===== src/rtl/exu_muldiv_pkg.sv =====
// Shared definitions for the multi-cycle M-extension execute unit.
// Opcodes follow funct3; helpers classify operand signedness.
package exu_muldiv_pkg;

  localparam int MD_XLEN = 32;

  localparam logic [4:0] ZERO_REG = 5'd0;

  localparam logic [2:0] MD_OP_MUL    = 3'd0;
  localparam logic [2:0] MD_OP_MULH   = 3'd1;
  localparam logic [2:0] MD_OP_MULHSU = 3'd2;
  localparam logic [2:0] MD_OP_MULHU  = 3'd3;
  localparam logic [2:0] MD_OP_DIV    = 3'd4;
  localparam logic [2:0] MD_OP_DIVU   = 3'd5;
  localparam logic [2:0] MD_OP_REM    = 3'd6;
  localparam logic [2:0] MD_OP_REMU   = 3'd7;

  typedef enum logic [1:0] {
    MD_STATE_IDLE = 2'd0,
    MD_STATE_CALC = 2'd1,
    MD_STATE_DONE = 2'd2
  } md_state_e;

  function automatic logic md_op1_signed(
    input logic [2:0] op
  );
    return op inside {MD_OP_MUL, MD_OP_MULH,
                      MD_OP_MULHSU, MD_OP_DIV,
                      MD_OP_REM};
  endfunction

  function automatic logic md_op2_signed(
    input logic [2:0] op
  );
    return op inside {MD_OP_MUL, MD_OP_MULH,
                      MD_OP_DIV, MD_OP_REM};
  endfunction

  function automatic logic md_is_div(
    input logic [2:0] op
  );
    return op inside {MD_OP_DIV, MD_OP_DIVU,
                      MD_OP_REM, MD_OP_REMU};
  endfunction

  function automatic logic md_is_rem(
    input logic [2:0] op
  );
    return op inside {MD_OP_REM, MD_OP_REMU};
  endfunction

endpackage


===== src/rtl/exu_muldiv_step.sv =====
// One BPC-bit iteration: shift-add multiply or restoring divide
// on the {hi,lo} accumulator pair, operating on magnitudes only.
module exu_muldiv_step #(
  parameter int XLEN = 32,
  parameter int BPC  = 1
) (
  input  logic            is_div_i,
  input  logic [XLEN-1:0] opnd_i,
  input  logic [XLEN-1:0] hi_i,
  input  logic [XLEN-1:0] lo_i,
  output logic [XLEN-1:0] hi_o,
  output logic [XLEN-1:0] lo_o
);

  logic [XLEN:0]   t;
  logic [XLEN-1:0] hi;
  logic [XLEN-1:0] lo;

  always_comb begin
    hi = hi_i;
    lo = lo_i;
    t  = '0;
    for (int i = 0; i < BPC; i++) begin
      if (is_div_i) begin
        t  = {hi, lo[XLEN-1]};
        lo = {lo[XLEN-2:0], 1'b0};
        if (t >= {1'b0, opnd_i}) begin
          t     = t - {1'b0, opnd_i};
          lo[0] = 1'b1;
        end
        hi = t[XLEN-1:0];
      end else begin
        t  = {1'b0, hi}
           + {1'b0, opnd_i & {XLEN{lo[0]}}};
        lo = {t[0], lo[XLEN-1:1]};
        hi = t[XLEN:1];
      end
    end
    hi_o = hi;
    lo_o = lo;
  end

endmodule


===== src/rtl/exu_muldiv.sv =====
// Iterative RV32M/RV64M multiply/divide unit, BPC bits per cycle.
// Optional MULDIV_EARLY_OUT_EN resolves trivial operands in IDLE.
module exu_muldiv
  import exu_muldiv_pkg::*;
#(
  parameter int XLEN = MD_XLEN,
  parameter int BPC  = 1
) (
  input  logic            clk,
  input  logic            rst,
  input  logic            req_valid_i,
  input  logic [2:0]      req_op_i,
  input  logic [4:0]      req_rd_i,
  input  logic [XLEN-1:0] op1_i,
  input  logic [XLEN-1:0] op2_i,
  input  logic            flush_i,
  output logic            req_ready_o,
  output logic            res_valid_o,
  output logic [4:0]      res_rd_o,
  output logic [XLEN-1:0] res_data_o,
  output logic            hold_o
);

  localparam int N  = XLEN / BPC;
  localparam int CW = $clog2(N + 1);

  md_state_e       state_q, state_d;
  logic [2:0]      op_q, op_d;
  logic [4:0]      rd_q, rd_d;
  logic [XLEN-1:0] opnd_q, opnd_d;
  logic [XLEN-1:0] hi_q, hi_d;
  logic [XLEN-1:0] lo_q, lo_d;
  logic [CW-1:0]   cnt_q, cnt_d;
  logic            sa_q, sa_d;
  logic            sb_q, sb_d;
  logic            dz_q, dz_d;
  logic [4:0]      res_rd_q, res_rd_d;
  logic [XLEN-1:0] res_data_q, res_data_d;

  logic            s1, s2;
  logic [XLEN-1:0] abs1, abs2;
  logic [XLEN-1:0] step_hi, step_lo;
  logic [2*XLEN-1:0] prod, prod_s;
  logic [XLEN-1:0] quo, rem, fin;

  assign s1   = md_op1_signed(req_op_i) & op1_i[XLEN-1];
  assign s2   = md_op2_signed(req_op_i) & op2_i[XLEN-1];
  assign abs1 = s1 ? -op1_i : op1_i;
  assign abs2 = s2 ? -op2_i : op2_i;

  exu_muldiv_step #(
    .XLEN (XLEN),
    .BPC  (BPC)
  ) u_step (
    .is_div_i (md_is_div(op_q)),
    .opnd_i   (opnd_q),
    .hi_i     (hi_q),
    .lo_i     (lo_q),
    .hi_o     (step_hi),
    .lo_o     (step_lo)
  );

  // Magnitude result, then sign fix; remainder follows dividend
  assign prod   = {hi_q, lo_q};
  assign prod_s = (sa_q ^ sb_q) ? -prod : prod;
  assign quo    = dz_q ? {XLEN{1'b1}}
                : ((sa_q ^ sb_q) ? -lo_q : lo_q);
  assign rem    = sa_q ? -hi_q : hi_q;

  always_comb begin
    fin = prod_s[2*XLEN-1:XLEN];
    if (md_is_div(op_q))
      fin = md_is_rem(op_q) ? rem : quo;
    else if (op_q == MD_OP_MUL)
      fin = prod_s[XLEN-1:0];
  end

`ifdef MULDIV_EARLY_OUT_EN
  logic            ovf;
  logic            early;
  logic [XLEN-1:0] early_res;

  assign ovf = md_op2_signed(req_op_i)
             & (op1_i == {1'b1, {(XLEN-1){1'b0}}})
             & (&op2_i);
  assign early = (op1_i == '0) | (op2_i == '0)
               | (md_is_div(req_op_i) & ovf);

  always_comb begin
    early_res = '0;
    if (md_is_div(req_op_i)) begin
      if (op2_i == '0)
        early_res = md_is_rem(req_op_i) ?
                    op1_i : {XLEN{1'b1}};
      else if (ovf && !md_is_rem(req_op_i))
        early_res = op1_i;
    end
  end
`endif

  always_ff @(posedge clk or negedge rst) begin
    if (!rst) begin
      state_q    <= MD_STATE_IDLE;
      op_q       <= '0;
      rd_q       <= ZERO_REG;
      opnd_q     <= '0;
      hi_q       <= '0;
      lo_q       <= '0;
      cnt_q      <= '0;
      sa_q       <= 1'b0;
      sb_q       <= 1'b0;
      dz_q       <= 1'b0;
      res_rd_q   <= ZERO_REG;
      res_data_q <= '0;
    end else begin
      state_q    <= state_d;
      op_q       <= op_d;
      rd_q       <= rd_d;
      opnd_q     <= opnd_d;
      hi_q       <= hi_d;
      lo_q       <= lo_d;
      cnt_q      <= cnt_d;
      sa_q       <= sa_d;
      sb_q       <= sb_d;
      dz_q       <= dz_d;
      res_rd_q   <= res_rd_d;
      res_data_q <= res_data_d;
    end
  end

  always_comb begin
    state_d     = state_q;
    op_d        = op_q;
    rd_d        = rd_q;
    opnd_d      = opnd_q;
    hi_d        = hi_q;
    lo_d        = lo_q;
    cnt_d       = cnt_q;
    sa_d        = sa_q;
    sb_d        = sb_q;
    dz_d        = dz_q;
    res_rd_d    = res_rd_q;
    res_data_d  = res_data_q;
    res_valid_o = 1'b0;
    unique case (state_q)
      MD_STATE_IDLE: begin
        if (req_valid_i && !flush_i) begin
          state_d = MD_STATE_CALC;
          op_d    = req_op_i;
          rd_d    = req_rd_i;
          sa_d    = s1;
          sb_d    = s2;
          dz_d    = (op2_i == '0);
          cnt_d   = CW'(N);
          hi_d    = '0;
          lo_d    = md_is_div(req_op_i) ? abs1 : abs2;
          opnd_d  = md_is_div(req_op_i) ? abs2 : abs1;
`ifdef MULDIV_EARLY_OUT_EN
          if (early) begin
            state_d    = MD_STATE_DONE;
            res_rd_d   = req_rd_i;
            res_data_d = early_res;
          end
`endif
        end
      end
      MD_STATE_CALC: begin
        if (flush_i) begin
          state_d = MD_STATE_IDLE;
        end else if (cnt_q == '0) begin
          state_d    = MD_STATE_DONE;
          res_rd_d   = rd_q;
          res_data_d = fin;
        end else begin
          hi_d  = step_hi;
          lo_d  = step_lo;
          cnt_d = cnt_q - CW'(1);
        end
      end
      MD_STATE_DONE: begin
        res_valid_o = !flush_i;
        state_d     = MD_STATE_IDLE;
      end
      default: state_d = MD_STATE_IDLE;
    endcase
  end

  assign req_ready_o = (state_q == MD_STATE_IDLE);
  assign hold_o      = ((state_q == MD_STATE_IDLE) & req_valid_i)
                     | (state_q == MD_STATE_CALC);
  assign res_rd_o    = res_rd_q;
  assign res_data_o  = res_data_q;

endmodule

===== config.mk =====
export PLATFORM = sky130hd
export DESIGN_NAME = exu_muldiv
export DESIGN_NICKNAME = d
export VERILOG_FILES = /design/src/rtl/exu_muldiv_pkg.sv /design/src/rtl/exu_muldiv_step.sv /design/src/rtl/exu_muldiv.sv
export SDC_FILE = /design/constraint.sdc
export NUM_CORES = 1
export LEC_CHECK = 0
export BUFFER_PORTS_ARGS = -buffer_cell sky130_fd_sc_hd__buf_2
export CAP_MARGIN = 20
export CORE_ASPECT_RATIO = 1.1
export CORE_MARGIN = 2
export CORE_UTILIZATION = 50
export CTS_BUF_LIST = sky130_fd_sc_hd__clkbuf_8
export DETAILED_ROUTE_END_ITERATION = 10
export PLACE_DENSITY = 0.65
export SYNTH_ARGS = -nofsm -noshare
export SYNTH_HDL_FRONTEND = slang
export SYNTH_HIERARCHICAL = 1
export SYNTH_SLANG_ARGS = --single-unit

===== constraint.sdc =====
create_clock -name clk -period 4.6 [get_ports clk]
set_clock_uncertainty 0.1 [all_clocks]
set_input_delay 0.23 -clock clk [delete_from_list [all_inputs] [get_ports clk]]
set_output_delay 0.23 -clock clk [all_outputs]
set_load 0.01 [all_outputs]

==> run_results.csv <==
group,metric,value,unit
timing,fmax,0.252,GHz
worst_setup_path,reg2reg_to,"hi_q[30]",
synthesis,synth.yosys.warnings,6,
placed_design,hpwlAfterDp,44300,um
detailed_routing,drc,4,
clock_tree,root_buffer,"clkbuf_8",
synthesis,synth_top_family_by_area,"compound AO/OA/AOI/OAI gates",
hold_path,hp-start,"op2_i[23]",
worst_setup_path,required,4970,ps
hold_path,timing.hold.worst_path_depth,3,
worst_setup_path,crit_arrival,4330,ps
worst_setup_path,r2r_slack,640,ps
synthesis,muxShareOfSynthArea,0.0517,
synthesis,synth-xor-area-share,0.106,
run_status,violations,"DRC",
floorplan,start_util,0.509,
synthesis,synth_area,15600,sq um
power_and_ir_drop,power_density,699,nW/um^2
finish,nets,2293,
timing,worst_pin_slew,1080,ps
clock_tree,cts_num_sinks,152,
synthesis,syn_area_per_cell,7.54,sq um
clock_tree,cts_buffers,17,
worst_setup_path,worst-path-max-fanout,22,
detailed_routing,vias_per_cell,6.41,
timing,finalCritPeriodShare,0.861,
clock_tree,cts_hold_buf,26,
detailed_routing,ant_nets,0,
timing,rsz0062_at_grt,"false",
synthesis,synthCells,2065,
synthesis,netlist.area_leader.share,0.244,
global_route,grt_pass1_wl,90800,um
finish,drive_gt1_frac,0.127,
synthesis,synth-seq-cells,152,
floorplan,dieArea,32600,sq um
power_and_ir_drop,ir_drop,0.508,mV
synthesis,synth-edff-count,0,
floorplan,fp.dieW,172,um
run_status,outcome,"complete, but fails checks",
global_route,grt_start_max_net_pins,91,
synthesis,synth_compound_area_frac,0.248,
placed_design,place_congestion,0.961,
clock_tree,cts_tree,"done",
finish,nFillCells,2941,
timing,period_minus_slack,3960,ps
worst_setup_path,worstSetupEndpointType,"flip-flop",
hold_path,hp-class,"in -> reg",
synthesis,synth_cell_types,88,
floorplan,io_pins,116,
synthesis,synth_seq_area_share,0.244,
timing,hold_viol,0,
synthesis,synth_area_leaders,"dfrtp_1 24%, nand2_1 6.2%, ha_1 5.6%",
detailed_routing,wl,58900,um
floorplan,fp.coreArea,30600,sq um
worst_setup_path,cp-start-kind,"flip-flop",
placed_design,pre_cts_slack,657,ps
detailed_routing,dr_total_vias,16500,
hold_path,holdPathEnd,"opnd_q[23]",
timing,worst_slack,637,ps
detailed_routing,wl_per_cell,22.9,um
run,drv_cap,0,
timing,slew_violations,0,
timing,setup_violations,0,
synthesis,synthAdderAreaFrac,0.0588,
global_route,grt_overflow,0,
clock_tree,cts_resized,0,
detailed_routing,drtIter0Drc,1988,
clock_tree,clk_pin_slew,110,ps
clock_tree,cts_buffer_depth,2,
floorplan,dieHeight,189,um
worst_setup_path,worst-r2r-cell-count,13,
detailed_routing,firstDrtPassIters,9,
synthesis,yosysTopAreaCell,"dfrtp_1",
clock_tree,post_cts_buffers,0,
worst_setup_path,path_class,"reg -> reg",
clock_tree,cts_max_level,4,
global_route,grt_pass1_vias,15700,
placed_design,portBuffers,115,
synthesis,syn_nets,2213,
finish,area_delta_synth_final,10.9,%
synthesis,synth_simple_gate_area_share,0.241,
clock_tree,clock_latency,520,ps
timing,slew-limit-headroom,0.280,
global_route,grt_use_total,0.366,
floorplan,fp-row-count,67,
power_and_ir_drop,p_leak,7.82,nW
synthesis,synthFlopType,"dfrtp_1",
timing,fin_tns_setup,0,ps
worst_setup_path,r2r_start,"lo_q[0]",
global_route,antenna_found_initial,0,
synthesis,async_reset_ff_frac,1.00,
logic make-up (layout without fill, tap and decap cells):
kind of cell	Yosys count	in the layout
AO/OA/AOI/OAI	597	597
AND/OR/NAND/NOR	779	779
multiplexers	76	76
XOR/XNOR	188	188
other	0	1
buffers and inverters	201	294
adder cells (fa/ha/maj)	72	72
flip-flops	152	152
cell usage after synthesis (14+ instances only):
cell type	number
nand3_1	74
o31ai_1	26
a211oi_1	14
dfrtp_1	152
clkbuf_1	114
o21ai_0	130
a31oi_1	44
a21o_1	40
mux2_2	35
xnor2_1	95
and3_1	16
xor2_1	93
nor3_1	30
nand2b_1	14
and2_1	39
o41ai_1	20
o211ai_1	15
or4_1	19
nor4_1	31
or3_1	27
nand4_1	21
o221ai_1	19
ha_1	70
inv_1	70
nor2_1	192
o21a_1	14
a21oi_1	163
nand2_1	258
mux2i_1	41
worst max-delay path by stage:
stage | cells after the start | startpoint | endpoint
detailed placement | 13 | lo_q[0] | hi_q[30]
floorplan | 15 | lo_q[0] | hi_q[27]
finish | 13 | lo_q[0] | hi_q[30]
CTS | 13 | lo_q[0] | hi_q[30]
global route | 13 | lo_q[0] | hi_q[30]
global placement | 14 | lo_q[0] | hi_q[27]
layout make-up:
class,instances,area (sq um),share of cell area
multi-input combinational,1712,11000,0.638
sequential,152,3810,0.220
timing repair buffer,191,1230,0.0712
tap,414,518,0.0300
inverter,71,267,0.0154
clock buffer,17,234,0.0135
clock inverter,15,188,0.0109
antenna,1,2.50,0.000145
where the power goes:
group	switching, mW	internal, mW	total, mW	leakage, nW
clock network	0.648	0.506	1.15	0.214
registers	0.841	1.83	2.67	1.92
logic	5.08	3.15	8.23	5.69
sequential cells by signal, indices dropped and copies added, names as in the netlist:
signal and flops:
state_q 2, hi_q 32, cnt_q 6, op_q 3, sb_q 1, res_data_o 32
rd_q 5, sa_q 1, opnd_q 32, dz_q 1, res_rd_o 5, lo_q 32
cells in the final DEF, fill, tap and decap left out, drive strengths merged, types with 19 or more instances in the layout:
master | Yosys | routed
a21o | 40 | 40
nor2 | 193 | 193
a31oi | 44 | 44
nor3 | 33 | 33
ha | 70 | 70
xnor2 | 95 | 95
nor4 | 33 | 33
o21ai | 136 | 136
o31ai | 26 | 26
inv | 70 | 77
dfrtp | 152 | 152
buf | 16 | 165
mux2 | 35 | 35
o41ai | 20 | 20
or3 | 29 | 29
nand2 | 258 | 258
a21oi | 163 | 163
nand4 | 21 | 21
o221ai | 19 | 19
and2 | 41 | 41
dlygate4sd3 | 0 | 26
o211ai | 19 | 19
nand3 | 74 | 74
or4 | 21 | 21
xor2 | 93 | 93
mux2i | 41 | 41
routing by layer:
metal / GRT usage / vias up / share of wire
met5: 0 / - / 0
met4: 0.210 / 0 / 0.061
met3: 0.0426 / 146 / 0.078
met2: 0.558 / 843 / 0.43
met1: 0.502 / 7843 / 0.43
li1: - / 7670 / -
critical path, stage by stage, from the launching register on:
cell	delay, ps
dfrtp_1	610
and2_1	260
ha_1	370
o211ai_1	130
o211ai_1	260
a21oi_1	150
a211oi_1	540
a31oi_1	230
o31ai_1	300
mux2_2	380
a211o_1	270
o21ai_0	140
nand3_1	80
nand2_1	100
per-stage QoR:
stage / hold slack (ps) / cells / total power [mW] / area [sq um] / utilization
finish: 39.5 / 2573 / 12.1 / 17300 / 0.564
global route: 52.9 / 2572 / 12.9 / 17300 / 0.564
CTS: 0.105 / 2572 / 11.8 / 17300 / 0.564
detailed placement: 174 / 2514 / 10.6 / 16600 / 0.542
global placement: 169 / 2514 / 10.6 / 16600 / 0.542
floorplan: -166 / 2065 / 8.03 / 15600 / -
Power figures use the tool's default switching activity.
